$ cat src/rtl/blink_pkg.sv
// Shared types and constants for the LED blink sequencer.
package blink_pkg;

    localparam int unsigned CNT_W = 26;

    typedef enum logic [1:0] {
        IDLE = 2'd0,
        RUN  = 2'd1,
        DONE = 2'd2
    } seq_state_t;

    // One programmable blink step: half-period length and LED pattern.
    typedef struct packed {
        logic [CNT_W-1:0] period;
        logic [7:0]       pattern;
    } step_entry_t;

endpackage

$ cat src/rtl/blink_sequencer_if.sv
// Control, configuration and status bundle of the blink sequencer.
interface blink_sequencer_if #(
    parameter int unsigned NUM_STEPS = 4,
    parameter int unsigned CNT_W     = blink_pkg::CNT_W
);
    localparam int unsigned STEP_W = $clog2(NUM_STEPS);

    logic              start;
    logic              stop;
    logic              hold;
    logic              loop_en;
    logic              cfg_we;
    logic [STEP_W-1:0] cfg_addr;
    logic [CNT_W-1:0]  cfg_period;
    logic [7:0]        cfg_pattern;

    logic [7:0]        LEDG;
    logic              busy;
    logic              done;
    logic [STEP_W-1:0] step_idx;
    logic              tick;

    // Board-side controller that drives commands and table writes.
    modport master (
        output start, stop, hold, loop_en,
        output cfg_we, cfg_addr, cfg_period, cfg_pattern,
        input  LEDG, busy, done, step_idx, tick
    );

    // Sequencer side.
    modport slave (
        input  start, stop, hold, loop_en,
        input  cfg_we, cfg_addr, cfg_period, cfg_pattern,
        output LEDG, busy, done, step_idx, tick
    );

endinterface

$ cat src/rtl/tick_divider.sv
// Half-period divider: counts 0..max(period,1)-1 and flags the last count.
module tick_divider #(
    parameter int unsigned CNT_W = 26
) (
    input  logic             CLOCK_50,
    input  logic             reset_n,
    input  logic             clr,
    input  logic             en,
    input  logic [CNT_W-1:0] period,
    output logic             wrap_c,
    output logic [CNT_W-1:0] count
);

    logic [CNT_W-1:0] cnt_q;
    logic [CNT_W-1:0] cnt_d;
    logic [CNT_W-1:0] last_c;

    // A zero period behaves as one, so the terminal count is then 0.
    always_comb begin
        last_c = (period == '0) ? '0 : period - CNT_W'(1);
    end

    // Next count; a period lowered below the current count runs to natural wrap.
    always_comb begin
        cnt_d  = cnt_q;
        wrap_c = 1'b0;
        if (clr) begin
            cnt_d = '0;
        end else if (en) begin
            if (cnt_q == last_c) begin
                wrap_c = 1'b1;
                cnt_d  = '0;
            end else begin
                cnt_d = cnt_q + CNT_W'(1);
            end
        end
    end

    // Counter register.
    always_ff @(posedge CLOCK_50) begin
        if (!reset_n) begin
            cnt_q <= '0;
        end else begin
            cnt_q <= cnt_d;
        end
    end

    assign count = cnt_q;

endmodule

$ cat src/rtl/blink_sequencer.sv
// Steps LEDG through a runtime-writable table of (half-period, pattern) steps.
module blink_sequencer #(
    parameter int unsigned CLK_HZ          = 50000000,
    parameter int unsigned NUM_STEPS       = 4,
    parameter int unsigned CNT_W           = blink_pkg::CNT_W,
    parameter int unsigned BLINKS_PER_STEP = 2
) (
    input  logic               CLOCK_50,
    input  logic               reset_n,
    blink_sequencer_if.slave   bus
);
    import blink_pkg::*;

    localparam int unsigned STEP_W    = $clog2(NUM_STEPS);
    localparam int unsigned BLINK_W   = $clog2(BLINKS_PER_STEP + 1);
    localparam int unsigned ENTRY_W   = blink_pkg::CNT_W;
    localparam int unsigned LAST_STEP = NUM_STEPS - 1;
    localparam int unsigned LAST_BLNK = BLINKS_PER_STEP - 1;

    seq_state_t         state_q, state_d;
    step_entry_t        table_q [NUM_STEPS];
    step_entry_t        table_d [NUM_STEPS];
    logic [STEP_W-1:0]  step_q, step_d;
    logic               phase_q, phase_d;
    logic [BLINK_W-1:0] blink_q, blink_d;
    logic [7:0]         ledg_q, ledg_d;
    logic               busy_q, busy_d;
    logic               done_q, done_d;
    logic               tick_q, tick_d;

    logic               div_clr_c;
    logic               div_en_c;
    logic               div_wrap_c;
    logic [CNT_W-1:0]   div_period_c;
    logic [CNT_W-1:0]   div_count;
    logic               unused_count_c;
    logic               last_blink_c;
    logic               last_step_c;

    // Divider runs only in RUN without hold/stop; it is held at zero elsewhere.
    assign div_en_c       = (state_q == RUN) && !bus.stop && !bus.hold;
    assign div_clr_c      = (state_q != RUN) || bus.stop;
    assign div_period_c   = CNT_W'(table_q[step_q].period);
    assign last_blink_c   = (blink_q == BLINK_W'(LAST_BLNK));
    assign last_step_c    = (step_q == STEP_W'(LAST_STEP));
    // Counter value is a debug observation point only.
    assign unused_count_c = ^div_count;

    tick_divider #(
        .CNT_W (CNT_W)
    ) u_div (
        .CLOCK_50 (CLOCK_50),
        .reset_n  (reset_n),
        .clr      (div_clr_c),
        .en       (div_en_c),
        .period   (div_period_c),
        .wrap_c   (div_wrap_c),
        .count    (div_count)
    );

    // Table write port; writes land at the edge and are seen live afterwards.
    always_comb begin
        table_d = table_q;
        if (bus.cfg_we) begin
            table_d[bus.cfg_addr].period  = ENTRY_W'(bus.cfg_period);
            table_d[bus.cfg_addr].pattern = bus.cfg_pattern;
        end
    end

    // Table storage with one-hot default patterns and half-second periods.
    always_ff @(posedge CLOCK_50) begin
        if (!reset_n) begin
            for (int i = 0; i < int'(NUM_STEPS); i++) begin
                table_q[i].period  <= ENTRY_W'(CLK_HZ / 2);
                table_q[i].pattern <= 8'(8'h01 << i);
            end
        end else begin
            table_q <= table_d;
        end
    end

    // Sequencer next-state: stop wins, then start in IDLE, blink stepping in RUN.
    always_comb begin
        state_d = state_q;
        step_d  = step_q;
        phase_d = phase_q;
        blink_d = blink_q;
        ledg_d  = ledg_q;
        busy_d  = busy_q;
        done_d  = 1'b0;
        tick_d  = 1'b0;

        if (bus.stop) begin
            state_d = IDLE;
            phase_d = 1'b0;
            blink_d = '0;
            ledg_d  = 8'h00;
            busy_d  = 1'b0;
        end else begin
            case (state_q)
                IDLE: begin
                    if (bus.start) begin
                        state_d = RUN;
                        step_d  = '0;
                        phase_d = 1'b1;
                        blink_d = '0;
                        ledg_d  = table_q[0].pattern;
                        busy_d  = 1'b1;
                    end
                end
                RUN: begin
                    if (!bus.hold) begin
                        if (div_wrap_c) begin
                            tick_d = 1'b1;
                            if (phase_q) begin
                                // Falling edge of the phase closes one blink.
                                phase_d = 1'b0;
                            end else if (!last_blink_c) begin
                                blink_d = blink_q + BLINK_W'(1);
                                phase_d = 1'b1;
                            end else begin
                                // Final blink done: move to the next step instead.
                                blink_d = '0;
                                phase_d = 1'b1;
                                if (last_step_c && !bus.loop_en) begin
                                    state_d = DONE;
                                    phase_d = 1'b0;
                                    busy_d  = 1'b0;
                                    done_d  = 1'b1;
                                    tick_d  = 1'b0;
                                end else begin
                                    step_d = step_q + STEP_W'(1);
                                end
                            end
                        end
                        if (state_d == RUN) begin
                            ledg_d = phase_d ? table_q[step_d].pattern : 8'h00;
                        end else begin
                            ledg_d = 8'h00;
                        end
                    end
                end
                DONE: begin
                    state_d = IDLE;
                end
                default: begin
                    state_d = IDLE;
                    ledg_d  = 8'h00;
                    busy_d  = 1'b0;
                end
            endcase
        end
    end

    // Sequencer state and registered outputs.
    always_ff @(posedge CLOCK_50) begin
        if (!reset_n) begin
            state_q <= IDLE;
            step_q  <= '0;
            phase_q <= 1'b0;
            blink_q <= '0;
            ledg_q  <= 8'h00;
            busy_q  <= 1'b0;
            done_q  <= 1'b0;
            tick_q  <= 1'b0;
        end else begin
            state_q <= state_d;
            step_q  <= step_d;
            phase_q <= phase_d;
            blink_q <= blink_d;
            ledg_q  <= ledg_d;
            busy_q  <= busy_d;
            done_q  <= done_d;
            tick_q  <= tick_d;
        end
    end

    assign bus.LEDG     = ledg_q;
    assign bus.busy     = busy_q;
    assign bus.done     = done_q;
    assign bus.step_idx = step_q;
    assign bus.tick     = tick_q;

endmodule

$ cat src/flat_wrapper.sv
// flat-port wrapper written by rule: the top's interface ports become plain ports
module blink_sequencer_flat import blink_pkg::*;
#(
    parameter int unsigned CLK_HZ          = 50000000,
    parameter int unsigned NUM_STEPS       = 4,
    parameter int unsigned CNT_W           = blink_pkg::CNT_W,
    parameter int unsigned BLINKS_PER_STEP = 2
)
  (CLOCK_50, reset_n, bus_start, bus_stop, bus_hold, bus_loop_en, bus_cfg_we, bus_cfg_addr, bus_cfg_period, bus_cfg_pattern, bus_LEDG, bus_busy, bus_done, bus_step_idx, bus_tick);
  blink_sequencer_if #(.NUM_STEPS(NUM_STEPS), .CNT_W(CNT_W)) bus_i ();
  input  logic CLOCK_50;
  input  logic reset_n;
  input wire logic [$bits(bus_i.start)-1:0] bus_start;
  input wire logic [$bits(bus_i.stop)-1:0] bus_stop;
  input wire logic [$bits(bus_i.hold)-1:0] bus_hold;
  input wire logic [$bits(bus_i.loop_en)-1:0] bus_loop_en;
  input wire logic [$bits(bus_i.cfg_we)-1:0] bus_cfg_we;
  input wire logic [$bits(bus_i.cfg_addr)-1:0] bus_cfg_addr;
  input wire logic [$bits(bus_i.cfg_period)-1:0] bus_cfg_period;
  input wire logic [$bits(bus_i.cfg_pattern)-1:0] bus_cfg_pattern;
  output wire logic [$bits(bus_i.LEDG)-1:0] bus_LEDG;
  output wire logic [$bits(bus_i.busy)-1:0] bus_busy;
  output wire logic [$bits(bus_i.done)-1:0] bus_done;
  output wire logic [$bits(bus_i.step_idx)-1:0] bus_step_idx;
  output wire logic [$bits(bus_i.tick)-1:0] bus_tick;
  assign bus_i.start = bus_start;
  assign bus_i.stop = bus_stop;
  assign bus_i.hold = bus_hold;
  assign bus_i.loop_en = bus_loop_en;
  assign bus_i.cfg_we = bus_cfg_we;
  assign bus_i.cfg_addr = bus_cfg_addr;
  assign bus_i.cfg_period = bus_cfg_period;
  assign bus_i.cfg_pattern = bus_cfg_pattern;
  assign bus_LEDG = bus_i.LEDG;
  assign bus_busy = bus_i.busy;
  assign bus_done = bus_i.done;
  assign bus_step_idx = bus_i.step_idx;
  assign bus_tick = bus_i.tick;
  blink_sequencer #(.CLK_HZ(CLK_HZ), .NUM_STEPS(NUM_STEPS), .CNT_W(CNT_W), .BLINKS_PER_STEP(BLINKS_PER_STEP)) u_core (.CLOCK_50(CLOCK_50), .reset_n(reset_n), .bus(bus_i));
endmodule
$ cat config.mk
export PLATFORM = sky130hd
export DESIGN_NAME = blink_sequencer_flat
export DESIGN_NICKNAME = d
export VERILOG_FILES = /design/src/rtl/blink_pkg.sv /design/src/rtl/blink_sequencer_if.sv /design/src/rtl/tick_divider.sv /design/src/rtl/blink_sequencer.sv /design/src/flat_wrapper.sv
export SDC_FILE = /design/constraint.sdc
export NUM_CORES = 1
export LEC_CHECK = 0
export CORE_MARGIN = 2
export CORE_UTILIZATION = 38
export DETAILED_ROUTE_END_ITERATION = 16
export SLEW_MARGIN = 25
export SYNTH_ARGS = -nofsm -noshare
export SYNTH_HDL_FRONTEND = slang
export SYNTH_SLANG_ARGS = --single-unit
$ cat constraint.sdc
create_clock -name CLOCK_50 -period 8.5 [get_ports CLOCK_50]
set_clock_uncertainty 0.15 [all_clocks]
set_input_delay 2.55 -clock CLOCK_50 [delete_from_list [all_inputs] [get_ports CLOCK_50]]
set_output_delay 2.55 -clock CLOCK_50 [all_outputs]
set_load 0.02 [all_outputs]
==> impl_metrics.yaml, run 1 <==
yosys:
  yosys.area_share.simple: 0.267
  syn_nets: 1151
  yosysUniqueCellTypes: 70
  synth_top_family_by_area: "simple AND/OR/NAND/NOR gates"
  ys_ff_latch: 180
  synth_compound_area_frac: 0.147
  synth_area_leaders: "dfxtp_1, nand2_1, mux4_2, a21boi_0, nand3_1"
  synth_top_cell_by_area: "dfxtp_1"
  synthAdderAreaFrac: 0.00401
  yosys_warnings: 0
  synth_top_area_share: 0.385
  syn_inst: 1105
  ys_async_sr_fraction: 0
  synth_edf_count: 0
  ys_seq_area_frac: 0.385
  netlist_area_um2: 9360
  synth_mux_area_frac: 0.110
  synth-xor-area-share: 0.0487
  synth_flop_cell: "dfxtp_1"
  synth_area_per_cell_um2: 8.47
setup_path:
  cp_max_fo: 29
  crit_type: "reg2reg"
  crit_start: "u_core.bus.step_idx[1]"
  r2r_start: "u_core.bus.step_idx[1]"
  endpoint_kind: "register"
  cp.required_ns: 8.65
  startpoint_type: "register"
  worstPathArrival_ns: 6.49
route:
  drt_iter0_drc: 595
  dr.pass1.iters: 5
  viasPerCell: 5.49
  drc_errors: 0
  vias: 7958
  antenna_left: 0
  wl_per_cell_um: 17.5
  wirelength_um: 25300
finish:
  diodes: 0
  nNetsFinal: 1159
  fillers: 2436
  drive_gt1_frac: 0.0924
  area_growth_pct: 14.0
  fin_area_um2: 10700
cts:
  cts.reportedPaths.clkPinSlew_ns: 0.07
  cts_tree: "yes"
  post_cts_resized: 0
  postCtsHoldBufs: 0
  cts_setup_buffers: 0
  cts_made_buffers: 17
  htree_levels: 4
  clock_latency_ns: 0.44
  cts.sink_count: 180
  cts-root-buf: "clkbuf_16"
  cts_buffer_depth: 2
timing:
  final-hold-violation-count: 0
  setup_tns_ns: 0
  rsz0062_at_grt: "false"
  setup_viol: 0
  fmax_ghz: 0.158
  finalCritPeriodShare: 0.746
  slew_viol_final: 0
  worst_slack_ns: 2.16
  tightestPinTransition_ns: 0.960
  slew_headroom: 0.360
  min_period_ns: 6.34
power_and_ir_drop:
  vdd_ir_drop_max_uv: 131
  power.density_nw_per_um2: 175
  total_power_mw: 1.86
  p_leak_nw: 3.71
die:
  pin_count: 56
  dieHeight_um: 161
  initial_core_util: 0.386
  die_area_um2: 25900
  die_w_um: 161
  core-area_um2: 24200
  rows: 57
place:
  pre_cts_ws_ns: 2.19
  placed_cell_area_um2: 10100
  portBuffers: 55
  place.gp.congestion: 0.911
  dp_hpwl_um: 17000
global_routing:
  gr-usage-met3: 0.0307
  grt.busiest_layer: "met2"
  grt_use_met2: 0.314
  grt_start_max_net_pins: 84
  track_usage: 0.199
  gr-usage-met1: 0.284
  overflow: 0
  antenna_found_initial: 0
  grt_pass1_wl_um: 41000
  grt_pass1_vias: 7530
run_status:
  status: "completed"
flow_run:
  drv_cap: 0
hold_path:
  hp-class: "reg2reg"
  min-delay-start: "u_core.table_q[87]"
registers in the layout (all words and copies together), names as in the netlist:
| register | flops |
|---|---|
| u_core.bus.done | 1 |
| u_core.bus.busy | 1 |
| u_core.bus.step_idx | 2 |
| u_core.bus.LEDG | 8 |
| u_core.blink_q | 2 |
| u_core.table_q | 136 |
| u_core.bus.tick | 1 |
| u_core.state_q | 2 |
| u_core.u_div.count | 26 |
| u_core.phase_q | 1 |
metrics by stage:
stage           util  hold WS [ns]  instances
2_1_floorplan      -         0.285       1105
3_3_place_gp   0.415         0.296       1418
3_5_place_dp   0.415         0.303       1418
4_1_cts        0.440         0.318       1450
5_1_grt        0.440         0.330       1450
6_report       0.440         0.313       1450
metal layers:
layer	up-vias	part of all wire
met4	0	0.013
met2	181	0.46
met5	-	0
met1	3858	0.49
li1	3890	-
met3	29	0.040
cells in the mapped netlist, types with 16 or more instances:
master    count
nand2_1     309
dfxtp_1     180
a21boi_0     86
clkbuf_1     65
nand3_1      65
nor2_1       54
mux4_2       41
a21oi_1      27
xor2_1       27
o21ai_0      22
xnor2_1      17
and3_1       16
critical path: stages, from the launching register on:
cell and delay (ns):
dfxtp_2 0.89, buf_4 0.33, mux4_2 0.56, or4_1 0.62
or4_4 0.61, or3_1 0.52, o21ai_1 0.13, o211ai_1 0.11
nor4_1 0.41, nand4_1 0.37, nor4_4 0.80, mux2_1 0.40
a32oi_1 0.21, a21oi_1 0.08
cells in the final DEF, fill, tap and decap left out, types with 3 or more instances in the layout:
master	netlist	layout
a21boi_0	86	86
a22o_1	3	3
o21ai_1	5	5
mux4_2	41	41
o31ai_1	3	3
a21oi_1	27	27
xor2_1	27	27
nand3_1	65	65
ha_1	3	3
nor2_1	54	52
nor4b_1	5	5
and3_1	16	16
nand2b_1	10	10
nor3_1	12	12
inv_8	0	3
or3_1	9	9
a32oi_1	7	7
clkinv_4	0	3
buf_4	1	10
o211ai_1	3	3
o21ai_0	22	22
nor4_1	15	15
or4_1	5	5
or2_2	8	8
nor3b_1	4	3
dfxtp_1	180	178
nor2b_1	9	9
nand2_1	309	309
mux2_1	6	6
o211a_1	3	3
o32a_1	3	3
a211oi_1	5	5
clkdlybuf4s50_1	0	54
clkbuf_1	65	3
o31a_1	3	3
nand4_1	10	10
clkbuf_16	0	17
inv_1	8	8
xnor2_1	17	17
area by class of cell:
cell class	instances	area, um^2	area share
Inverter	8	30.0	0.00282
Tap cell	324	405	0.0380
Clock inverter	11	144	0.0135
Sequential cell	180	3610	0.338
Multi-Input combinational cell	842	5410	0.508
Clock buffer	21	450	0.0422
Timing Repair Buffer	64	616	0.0577
power by group:
part | internal, mW | leakage [nW] | total [mW] | switching (mW)
Sequential | 0.871 | 1.47 | 0.888 | 0.0169
Combinational | 0.0724 | 1.96 | 0.172 | 0.0995
Clock | 0.450 | 0.284 | 0.803 | 0.353
logic make-up after synthesis:
logic type	after synthesis
simple gates	548
compound gates	193
flops	180
buf+inv	83
mux	51
xor+xnor	47
fa+ha+maj	3
worst paths after layout:
path	end	cells past startpoint	slack [ns]
setup / recovery	u_core.bus.LEDG[1]	13	2.16
hold / removal	u_core.table_q[87]	2	0.31
setup reg to reg	u_core.bus.LEDG[1]	13	2.16
hold reg to reg	u_core.table_q[87]	2	0.31
No activity file was read; power rests on OpenSTA's default activity.
==> run 2, diff against run 1 <==
==> constraint.sdc (replaced) <==
create_clock -name CLOCK_50 -period 6.1 [get_ports CLOCK_50]
set_clock_uncertainty 0.15 [all_clocks]
set_input_delay 1.83 -clock CLOCK_50 [delete_from_list [all_inputs] [get_ports CLOCK_50]]
set_output_delay 1.83 -clock CLOCK_50 [all_outputs]
set_load 0.02 [all_outputs]
==> run 2 against run 1 <==
Power is 41% higher. First-iteration DRC count is 0.34% lower. Global-route usage is 0.36 points higher. Critical path depth unchanged. Via count rose by 0.28%. Sequential share of layout area shrank 0.19 points. Final area is 0.65% higher. Worst setup slack got worse by 1.7 ns. Final cell count up 0.34%. Die area stayed put. Utilization is 0.28 points higher. Critical endpoint unchanged. Largest cell class unchanged. Largest power group unchanged. Highest routed layer unchanged.
==> impl_metrics.yaml, run 2 (synthesis results as in run 1) <==
power_and_ir_drop:
  total_power_mw: 2.63
  p_leak_nw: 3.75
  switching_share: 0.260
  pwr-share-seq: 0.470
  p_sw_mw: 0.683
  internal_power_mw: 1.95
  comb_power_share: 0.092
  vdd_ir_drop_max_uv: 134
  power.density_nw_per_um2: 245
  power_frac_clock: 0.438
route:
  viasPerCell: 5.48
  drt_iter0_drc: 593
  drc_errors: 0
  antenna_left: 0
  wirelength_um: 25700
  dr.pass1.iters: 5
  vias: 7980
  wl_per_cell_um: 17.7
finish:
  regMostFlops: "u_core.table_q"
  fin_cells: 1455
  multi_input_area_um2: 5410
  final_common_cell: "nand2_1"
  seqCellArea_um2: 3610
  final_cell_mix: "nand2_1, dfxtp_1, a21boi_0, nand3_1, clkdlybuf4s50_1"
  largest_reg_flops: 136
  nNetsFinal: 1164
  drive_gt1_frac: 0.0981
  fillers: 2408
  diodes: 0
  area_growth_pct: 14.7
place:
  place.gp.congestion: 0.961
  dpl.cell_count: 1423
  dp_hpwl_um: 16900
  pre_cts_ws_ns: 0.303
  portBuffers: 55
timing:
  worst_slack_ns: 0.490
  rsz0062_at_grt: "false"
  finalCritPeriodShare: 0.920
  setup_tns_ns: 0
  setup_viol: 0
  slew_viol_final: 0
  fmax_ghz: 0.178
  final-hold-violation-count: 0
  tightestPinTransition_ns: 0.971
  slew_headroom: 0.353
  min_period_ns: 5.61
global_routing:
  track_usage: 0.203
  grt_pass1_wl_um: 41800
  antenna_found_initial: 0
  overflow: 0
  grt_pass1_vias: 7462
  grt_start_max_net_pins: 104
setup_path:
  endpoint_kind: "register"
  critPathTopFamily: "simple AND/OR/NAND/NOR gates"
  worstPathArrival_ns: 5.77
  startpoint_type: "register"
  crit_buf_inv: 1
  cp_slowest_cell: "or4_1"
  critical_path.cell_chain: "buf_4 > mux4_2 > or4_1 > or4_4 > or3_1 > o21ai_1 > o211ai_1 > nor4_1 > nand4_1 > nor3_2 > mux2_2 > a32oi_1 > a21oi_1"
  crit_path_max_incr_delay_ns: 0.70
  crit_type: "reg2reg"
  cp.required_ns: 6.26
  cp_max_fo: 25
die:
  die_w_um: 161
  die_area_um2: 25900
  initial_core_util: 0.386
  core-area_um2: 24200
  dieHeight_um: 161
  rows: 57
  pin_count: 56
flow_run:
  drv_cap: 0
hold_path:
  hp-class: "reg2reg"
run_status:
  status: "completed"
cts:
  cts_tree: "yes"
  cts-root-buf: "clkbuf_16"
  cts.reportedPaths.clkPinSlew_ns: 0.07
  cts_made_buffers: 17
  htree_levels: 4
  clock_latency_ns: 0.44
  cts.sink_count: 180
  cts_buffer_depth: 2
## run 2: cell count changes in the layout (fill, tap and decap cells not counted)
cell        previous run  this run
buf_12                 0         1
buf_4                 10        14
clkbuf_1               3         1
clkinv_4               3         1
clkinv_8               0         1
clkinvlp_4             2         3
dfxtp_2                2         1
dfxtp_4                0         1
inv_6                  1         3
## run 2: cell type report
cell class / instances / area share
multi-input cells: 842 / 0.504
flip-flops and latches: 180 / 0.336
repair buffers: 69 / 0.0620
clock buffers: 19 / 0.0413
well taps: 324 / 0.0378
clock inverters: 13 / 0.0156
inverters: 8 / 0.00280
## run 2: repair_timing
| action | 4_1_cts | 5_1_grt |
|---|---|---|
| resized for setup | 0 | 1 |
| buffers inserted | 0 | 0 |
| endpoints found under the setup margin | 0 | 33 |
| hold buffers | 0 | 0 |
## run 2: path summary, 6_finish.rpt
check / from / to / slack (ns) / cells past startpoint
max: u_core.bus.step_idx[1] / u_core.bus.LEDG[1] / 0.49 / 13
min: u_core.table_q[40] / u_core.table_q[40] / 0.31 / 2
min reg2reg: u_core.table_q[40] / u_core.table_q[40] / 0.31 / 2
max reg2reg: u_core.bus.step_idx[1] / u_core.bus.LEDG[1] / 0.49 / 13
## run 2: power groups by stage
stage	clock [mW]	sequential, mW	combinational [mW]
after CTS	1.17	1.24	0.240
after global placement	0	1.26	0.238
after floorplan	0	1.26	0.149
after detailed placement	0	1.26	0.239
after global routing	1.22	1.24	0.266
final	1.15	1.24	0.241
## run 2: routing by layer
layer  up-vias  track usage  routed length, um
li1       3900            -                  -
met1      3835        0.298              12500
met2       229        0.312              11600
met3        16       0.0387               1450
met4         0       0.0394                174
met5         -            0                  0
## run 2: tightest hold or removal path, stage by stage (launching register included)
cell	delay, ns
dfxtp_1	0.31
nand2_1	0.05
a21boi_0	0.06
## run 2: per-stage QoR
stage	utilization	hold WS (ns)	cell area [um^2]
2_1_floorplan	-	0.285	9360
3_3_place_gp	0.417	0.296	10100
3_5_place_dp	0.417	0.303	10100
4_1_cts	0.442	0.317	10700
5_1_grt	0.443	0.335	10700
6_report	0.443	0.315	10700
==> run 3, diff against run 2 <==
--- a/config.mk
+++ b/config.mk
@@ -8,6 +8,7 @@
 export CORE_MARGIN = 2
 export CORE_UTILIZATION = 38
 export DETAILED_ROUTE_END_ITERATION = 16
+export SKIP_CTS_REPAIR_TIMING = 1
 export SLEW_MARGIN = 25
 export SYNTH_ARGS = -nofsm -noshare
 export SYNTH_HDL_FRONTEND = slang
==> results of run 3 <==
Final layout, timing and power as in run 2 (identical DEF).
